$ cat src/rtl/serv_mdu.sv
// Bit-serial RISC-V M-extension unit: radix-2 shift-add multiply and restoring divide,
// one iteration per clock, 32 iterations per operation, shared 64-bit accumulator.
module serv_mdu #(
    parameter bit FAST_ZERO = 1'b1
) (
    input  logic        i_clk,
    input  logic        i_rst_n,
    input  logic        i_mdu_valid,
    input  logic [2:0]  i_mdu_op,
    input  logic [31:0] i_mdu_rs1,
    input  logic [31:0] i_mdu_rs2,
    output logic [31:0] o_mdu_rd,
    output logic        o_mdu_ready
);

    typedef enum logic [1:0] {
        S_IDLE,
        S_CALC,
        S_DONE
    } state_t;

    localparam logic [2:0] OP_MUL  = 3'b000;
    localparam logic [2:0] OP_DIV  = 3'b100;
    localparam logic [2:0] OP_DIVU = 3'b101;

    state_t      r_state;
    state_t      w_next_state;

    logic [2:0]  r_op;
    logic [63:0] r_acc;
    logic [31:0] r_b;
    logic        r_neg_q;
    logic        r_neg_a;
    logic        r_div_zero;
    logic [4:0]  r_cnt;
    logic [31:0] r_rd;
    logic        r_ready;

    // Request decode (only meaningful in IDLE)
    logic        w_a_signed;
    logic        w_b_signed;
    logic        w_a_neg;
    logic        w_b_neg;
    logic [31:0] w_a_mag;
    logic [31:0] w_b_mag;
    logic        w_is_div;
    logic        w_b_zero;
    logic        w_fast_zero;

    assign w_is_div    = i_mdu_op[2];
    assign w_a_signed  = i_mdu_op[2] ? ~i_mdu_op[0] : (i_mdu_op[1:0] != 2'b11);
    assign w_b_signed  = i_mdu_op[2] ? ~i_mdu_op[0] : ~i_mdu_op[1];
    assign w_a_neg     = w_a_signed & i_mdu_rs1[31];
    assign w_b_neg     = w_b_signed & i_mdu_rs2[31];
    assign w_a_mag     = w_a_neg ? (32'd0 - i_mdu_rs1) : i_mdu_rs1;
    assign w_b_mag     = w_b_neg ? (32'd0 - i_mdu_rs2) : i_mdu_rs2;
    assign w_b_zero    = (i_mdu_rs2 == 32'd0);
    assign w_fast_zero = FAST_ZERO & w_is_div & w_b_zero;

    // Multiply step: conditionally add multiplicand to the upper half, shift right with carry
    logic [32:0] w_mul_sum;
    logic [63:0] w_mul_next;

    assign w_mul_sum  = {1'b0, r_acc[63:32]} + (r_acc[0] ? {1'b0, r_b} : 33'd0);
    assign w_mul_next = {w_mul_sum, r_acc[31:1]};

    // Divide step: partial remainder in the upper half, quotient bits shift in at the bottom
    logic [32:0] w_div_shift;
    logic [31:0] w_div_diff;
    logic        w_div_ok;
    logic [63:0] w_div_next;

    assign w_div_shift = {r_acc[63:32], r_acc[31]};
    assign w_div_ok    = (w_div_shift >= {1'b0, r_b});
    assign w_div_diff  = w_div_shift[31:0] - r_b;
    assign w_div_next  = {(w_div_ok ? w_div_diff : w_div_shift[31:0]), r_acc[30:0], w_div_ok};

    // Sign fix-up of the finished accumulator
    logic [63:0] w_prod;
    logic [31:0] w_quot;
    logic [31:0] w_rem;
    logic [31:0] w_result;

    assign w_prod = r_neg_q ? (64'd0 - r_acc) : r_acc;
    assign w_quot = r_div_zero ? 32'hFFFF_FFFF
                               : (r_neg_q ? (32'd0 - r_acc[31:0]) : r_acc[31:0]);
    assign w_rem  = r_neg_a ? (32'd0 - r_acc[63:32]) : r_acc[63:32];

    always_comb begin
        // NOTE: every combinational output gets a default first, so no path leaves it unassigned and no latch is inferred.
        w_result = w_rem;
        case (r_op)
            OP_MUL:           w_result = w_prod[31:0];
            3'b001, 3'b010,
            3'b011:           w_result = w_prod[63:32];
            OP_DIV, OP_DIVU:  w_result = w_quot;
            default:          w_result = w_rem;
        endcase
    end

    always_comb begin
        w_next_state = r_state;
        case (r_state)
            S_IDLE: begin
                if (i_mdu_valid) begin
                    w_next_state = w_fast_zero ? S_DONE : S_CALC;
                end
            end
            S_CALC: begin
                if (r_cnt == 5'd31) begin
                    w_next_state = S_DONE;
                end
            end
            S_DONE: begin
                // DONE spans two cycles: one to load the result, one with ready high
                if (r_ready) begin
                    w_next_state = S_IDLE;
                end
            end
            default: w_next_state = S_IDLE;
        endcase
    end

    always_ff @(posedge i_clk or negedge i_rst_n) begin
        if (!i_rst_n) begin
            r_state <= S_IDLE;
        end else begin
            r_state <= w_next_state;
        end
    end

    // NOTE: sequential state uses non-blocking assignments so every register samples pre-edge values.
    always_ff @(posedge i_clk or negedge i_rst_n) begin
        if (!i_rst_n) begin
            r_op       <= 3'd0;
            r_acc      <= 64'd0;
            r_b        <= 32'd0;
            r_neg_q    <= 1'b0;
            r_neg_a    <= 1'b0;
            r_div_zero <= 1'b0;
            r_cnt      <= 5'd0;
            r_rd       <= 32'd0;
            r_ready    <= 1'b0;
        end else begin
            case (r_state)
                S_IDLE: begin
                    r_ready <= 1'b0;
                    if (i_mdu_valid) begin
                        r_op       <= i_mdu_op;
                        r_b        <= w_b_mag;
                        r_neg_q    <= w_a_neg ^ w_b_neg;
                        r_neg_a    <= w_a_neg;
                        r_div_zero <= w_is_div & w_b_zero;
                        r_cnt      <= 5'd0;
                        // Fast zero skips iteration, so preload the state 32 divide steps would reach
                        r_acc      <= w_fast_zero ? {w_a_mag, 32'hFFFF_FFFF}
                                                  : {32'd0, w_a_mag};
                    end
                end
                S_CALC: begin
                    r_cnt <= r_cnt + 5'd1;
                    r_acc <= r_op[2] ? w_div_next : w_mul_next;
                end
                S_DONE: begin
                    if (!r_ready) begin
                        r_rd    <= w_result;
                        r_ready <= 1'b1;
                    end else begin
                        r_ready <= 1'b0;
                    end
                end
                default: r_ready <= 1'b0;
            endcase
        end
    end

    assign o_mdu_rd    = r_rd;
    assign o_mdu_ready = r_ready;

endmodule

$ cat config.mk
export PLATFORM = sky130hd
export DESIGN_NAME = serv_mdu
export DESIGN_NICKNAME = d
export VERILOG_FILES = /design/src/rtl/serv_mdu.sv
export SDC_FILE = /design/constraint.sdc
export NUM_CORES = 1
export LEC_CHECK = 0
export BUFFER_PORTS_ARGS = -buffer_cell sky130_fd_sc_hd__buf_2
export CAP_MARGIN = 20
export CORE_ASPECT_RATIO = 0.6
export CORE_MARGIN = 4
export CORE_UTILIZATION = 50
export DETAILED_ROUTE_END_ITERATION = 10
export PLACE_DENSITY = 0.71
export SKIP_CTS_REPAIR_TIMING = 1
export SYNTH_ARGS = -nofsm -noshare
export SYNTH_HDL_FRONTEND = slang
export SYNTH_SLANG_ARGS = --single-unit
$ cat constraint.sdc
create_clock -name i_clk -period 3.1 [get_ports i_clk]
set_clock_uncertainty 0.05 [all_clocks]
set_input_delay 0.155 -clock i_clk [delete_from_list [all_inputs] [get_ports i_clk]]
set_output_delay 0.155 -clock i_clk [all_outputs]
set_load 0.02 [all_outputs]
==> flow_metrics.py <==
metrics = {
    "global_routing": {
        "grt_util_all_layers_pct": 39.48,
        "grt_max_degree": 79,
        "grt_pass1_vias": 15940,
        "antenna_found_initial": 1,
        "grt_pass1_wl_mm": 96.37,
        "grt_overflow": 0,
    },
    "min_path": {
        "hold_class": "in -> reg",
        "hold_path_end": "r_b[30]",
        "hold_start": "i_mdu_rs2[30]",
        "hold_depth": 3,
    },
    "synth": {
        "synth_mux_area_share_pct": 3.375,
        "synth.net_count": 2046,
        "synth-compound-area-share_pct": 28.19,
        "avgSynthCellArea_um2": 7.574,
        "synth-edff-count": 0,
        "synthAdderAreaFrac_pct": 6.351,
        "syn_area_um2": 14420,
        "yosys_register_bits": 142,
        "ys_warn_count": 0,
        "yosysSeqAreaShare_pct": 24.64,
        "synth.distinct_cells": 78,
        "ys.flop_type": "dfrtp_1",
        "synth_xor_area_share_pct": 11.05,
        "syn_inst": 1904,
        "synth_async_sr_flop_share_pct": 100.0,
        "synth_top_family_by_area": "compound AO/OA/AOI/OAI gates",
        "synth-simple-area-share_pct": 21.07,
    },
    "power": {
        "power_switching_mw": 14.40,
        "total_power_mw": 27.95,
        "cellLeakagePower_nw": 8.600,
        "p_sw_share_pct": 51.52,
        "p_clk_share_pct": 8.8,
        "p_seq_share_pct": 12.4,
        "pwr-share-comb_pct": 78.8,
        "p_int_mw": 13.55,
        "power_density_nw_per_um2": 1439,
        "ir_drop_mv": 0.7084,
    },
    "die": {
        "core-area_um2": 27990,
        "start_util_pct": 51.52,
        "io_pins": 103,
        "die_h_um": 139.5,
        "rows": 47,
        "die_w_um": 227.2,
        "die_area_um2": 31710,
    },
    "worst_setup_path": {
        "cp_max_fo": 4,
        "reg2reg_to": "r_acc[57]",
        "endpoint_kind": "register",
        "critPathLaunchType": "register",
        "timing.rr.start": "r_acc[0]",
        "rrSetupSlack_ns": -0.03,
        "critPathArrivalTime_ns": 3.43,
        "critPathKind": "reg -> reg",
        "reg2reg_depth": 15,
        "cp.required_ns": 3.39,
    },
    "place": {
        "hpwl_mm": 51.05,
        "port_buffers": 102,
        "dp_cells": 2599,
        "globalplace.congestion": 1.086,
    },
    "timing": {
        "post-route-min-period_ns": 3.132,
        "fmax_mhz": 319.3,
        "tns_ns": -0.06171,
        "setup_viol": 4,
        "fin_ws_ns": -0.03213,
        "rsz0062_at_grt": "yes",
        "max_slew_margin_pct": 35.79,
        "tightestPinTransition_ns": 0.9596,
        "hold_slack_ns": -0.03720,
        "period_share_pct": 101.0,
        "finalMaxSlewViolations": 0,
        "hold_violations": 7,
    },
    "finish": {
        "diodes": 0,
        "fin_cells": 2659,
        "final_layout_size_suffix_gt1_share_pct": 30.24,
        "syn2layout_area_growth_pct": 34.66,
        "layout_common_cells": "370 x buf_4, 214 x nand2_1, 173 x o21ai_0, 140 x dfrtp_1, 135 x nor2_1",
        "nNetsFinal": 2421,
        "final_common_cell": "buf_4",
    },
    "clock_tree": {
        "clk_latency_ns": 0.47,
        "clkTransAtPathRegs_ns": 0.07,
        "cts-root-buf": "clkbuf_16",
        "cts_buffer_depth": 2,
        "cts_buffers": 17,
        "ctsHtreeMaxLevel": 4,
        "clock-sinks": 142,
        "tritoncts": "built",
    },
    "detailed_routing": {
        "routed_wl_mm": 66.47,
        "drcViolationCount": 0,
        "wl_per_cell_um": 25.00,
        "ant_nets": 0,
        "detail_route.iter0.violations": 3221,
        "vias_per_cell": 6.686,
        "vias": 17780,
        "first_pass_iters": 7,
    },
    "run_status": {
        "violations": "negative hold slack, negative setup slack",
        "status": "finished with violations",
    },
    "run": {
        "drv_cap": 0,
    },
}
kinds of logic (layout without fill, tap and decap cells):
family,after synthesis,count (layout)
and+or+nand+nor,631,631
AOI/OAI and AO/OA,629,629
buffers and inverters,202,590
xor gates and xnor gates,182,182
DFF,142,142
adders and majority gates,72,72
muxes,46,46
area by class of cell:
class,count,area (µm²)
fillers,2280,8573
clock buffers,18,439.2
flip-flops and latches,142,3556
inverters,57,217.7
repair inverters,1,7.507
repair buffers,500,3667
clock inverters,14,230.2
multi-input cells,1560,10840
well taps,367,459.2
worst max-delay path by stage:
stage | slack [ns] | to | from | cells after the start
floorplan | -0.01 | r_acc[33] | r_acc[57] | 11
global placement | -0.30 | r_acc[59] | r_b[4] | 12
detailed placement | -0.31 | r_acc[59] | r_b[4] | 12
CTS | -0.34 | r_acc[50] | r_acc[0] | 12
global route | -0.16 | r_acc[53] | r_acc[0] | 16
finish | -0.03 | r_acc[57] | r_acc[0] | 15
power by group through the flow:
stage	logic (mW)	clock network [mW]	registers [mW]
global route	23.2	2.55	3.51
finish	22.0	2.47	3.46
CTS	19.4	2.45	3.38
global placement	19.0	0	3.38
floorplan	11.2	0	3.34
detailed placement	19.3	0	3.40
critical path, cell delays in order, from the launching register on:
cell and delay [ns]:
dfrtp_2 0.45, clkinvlp_4 0.15, buf_6 0.13, buf_6 0.10, nor2_1 0.04, ha_1 0.33
nand3_1 0.15, nor2_2 0.18, o21ai_1 0.08, buf_4 0.16, a31o_4 0.24, o21ai_2 0.25
buf_4 0.17, a21oi_2 0.05, xor2_1 0.14, o211ai_1 0.32
registers in the layout (all words and copies together), names as in the netlist, 2 cells and up:
signal	flops
o_mdu_rd	32
r_acc	64
r_b	32
r_cnt	5
r_op	3
r_state	2
synthesized netlist by cell type, types with 12 or more instances:
cell type,number,area share (%)
o21ai_0,203,7.0
o22ai_1,31,1.3
o221ai_1,22,1.3
a211oi_1,19,0.99
o41ai_1,15,0.91
or4_1,26,1.4
xnor2_1,92,5.6
nor4_1,13,0.56
a21oi_1,112,3.9
a21o_1,37,1.9
nor2_1,148,3.9
o21a_1,16,0.83
xor2_1,90,5.5
dfrtp_1,142,25
ha_1,70,6.1
mux2i_1,25,1.7
mux2_2,21,1.6
nand4_1,17,0.74
a31oi_1,13,0.56
nor3_1,38,1.3
clkbuf_1,135,3.5
inv_1,56,1.5
nand3_1,54,1.9
and3_1,19,0.82
or3_1,32,1.4
or2_2,12,0.52
and2_1,15,0.65
o31ai_1,34,1.8
a221oi_1,20,1.2
nand2_1,215,5.6
metrics by stage:
stage / setup WS (ns) / hold WS, ns / utilization (%) / instance area (µm²)
after global routing: -0.1581 / -0.003469 / 69.37 / 19420
after global placement: -0.2951 / 0.2119 / 63.39 / 17740
final: -0.03213 / -0.03720 / 69.37 / 19420
after detailed placement: -0.3084 / 0.2095 / 63.39 / 17740
after CTS: -0.3373 / -0.2795 / 65.78 / 18410
after floorplan: -0.01427 / -0.1906 / - / 14440
layer usage:
metal  routed length [µm]  part of all wire [%]  GRT usage [%]  vias to the layer above
met1                27920                    42          58.64                     8475
li1                     -                     -              -                     7748
met5                    0                     0              0                        -
met3                11680                    18          20.10                      183
met4                 1810                   2.7          7.286                        0
met2                25050                    38          50.94                     1371
Power figures use the tool's default switching activity.
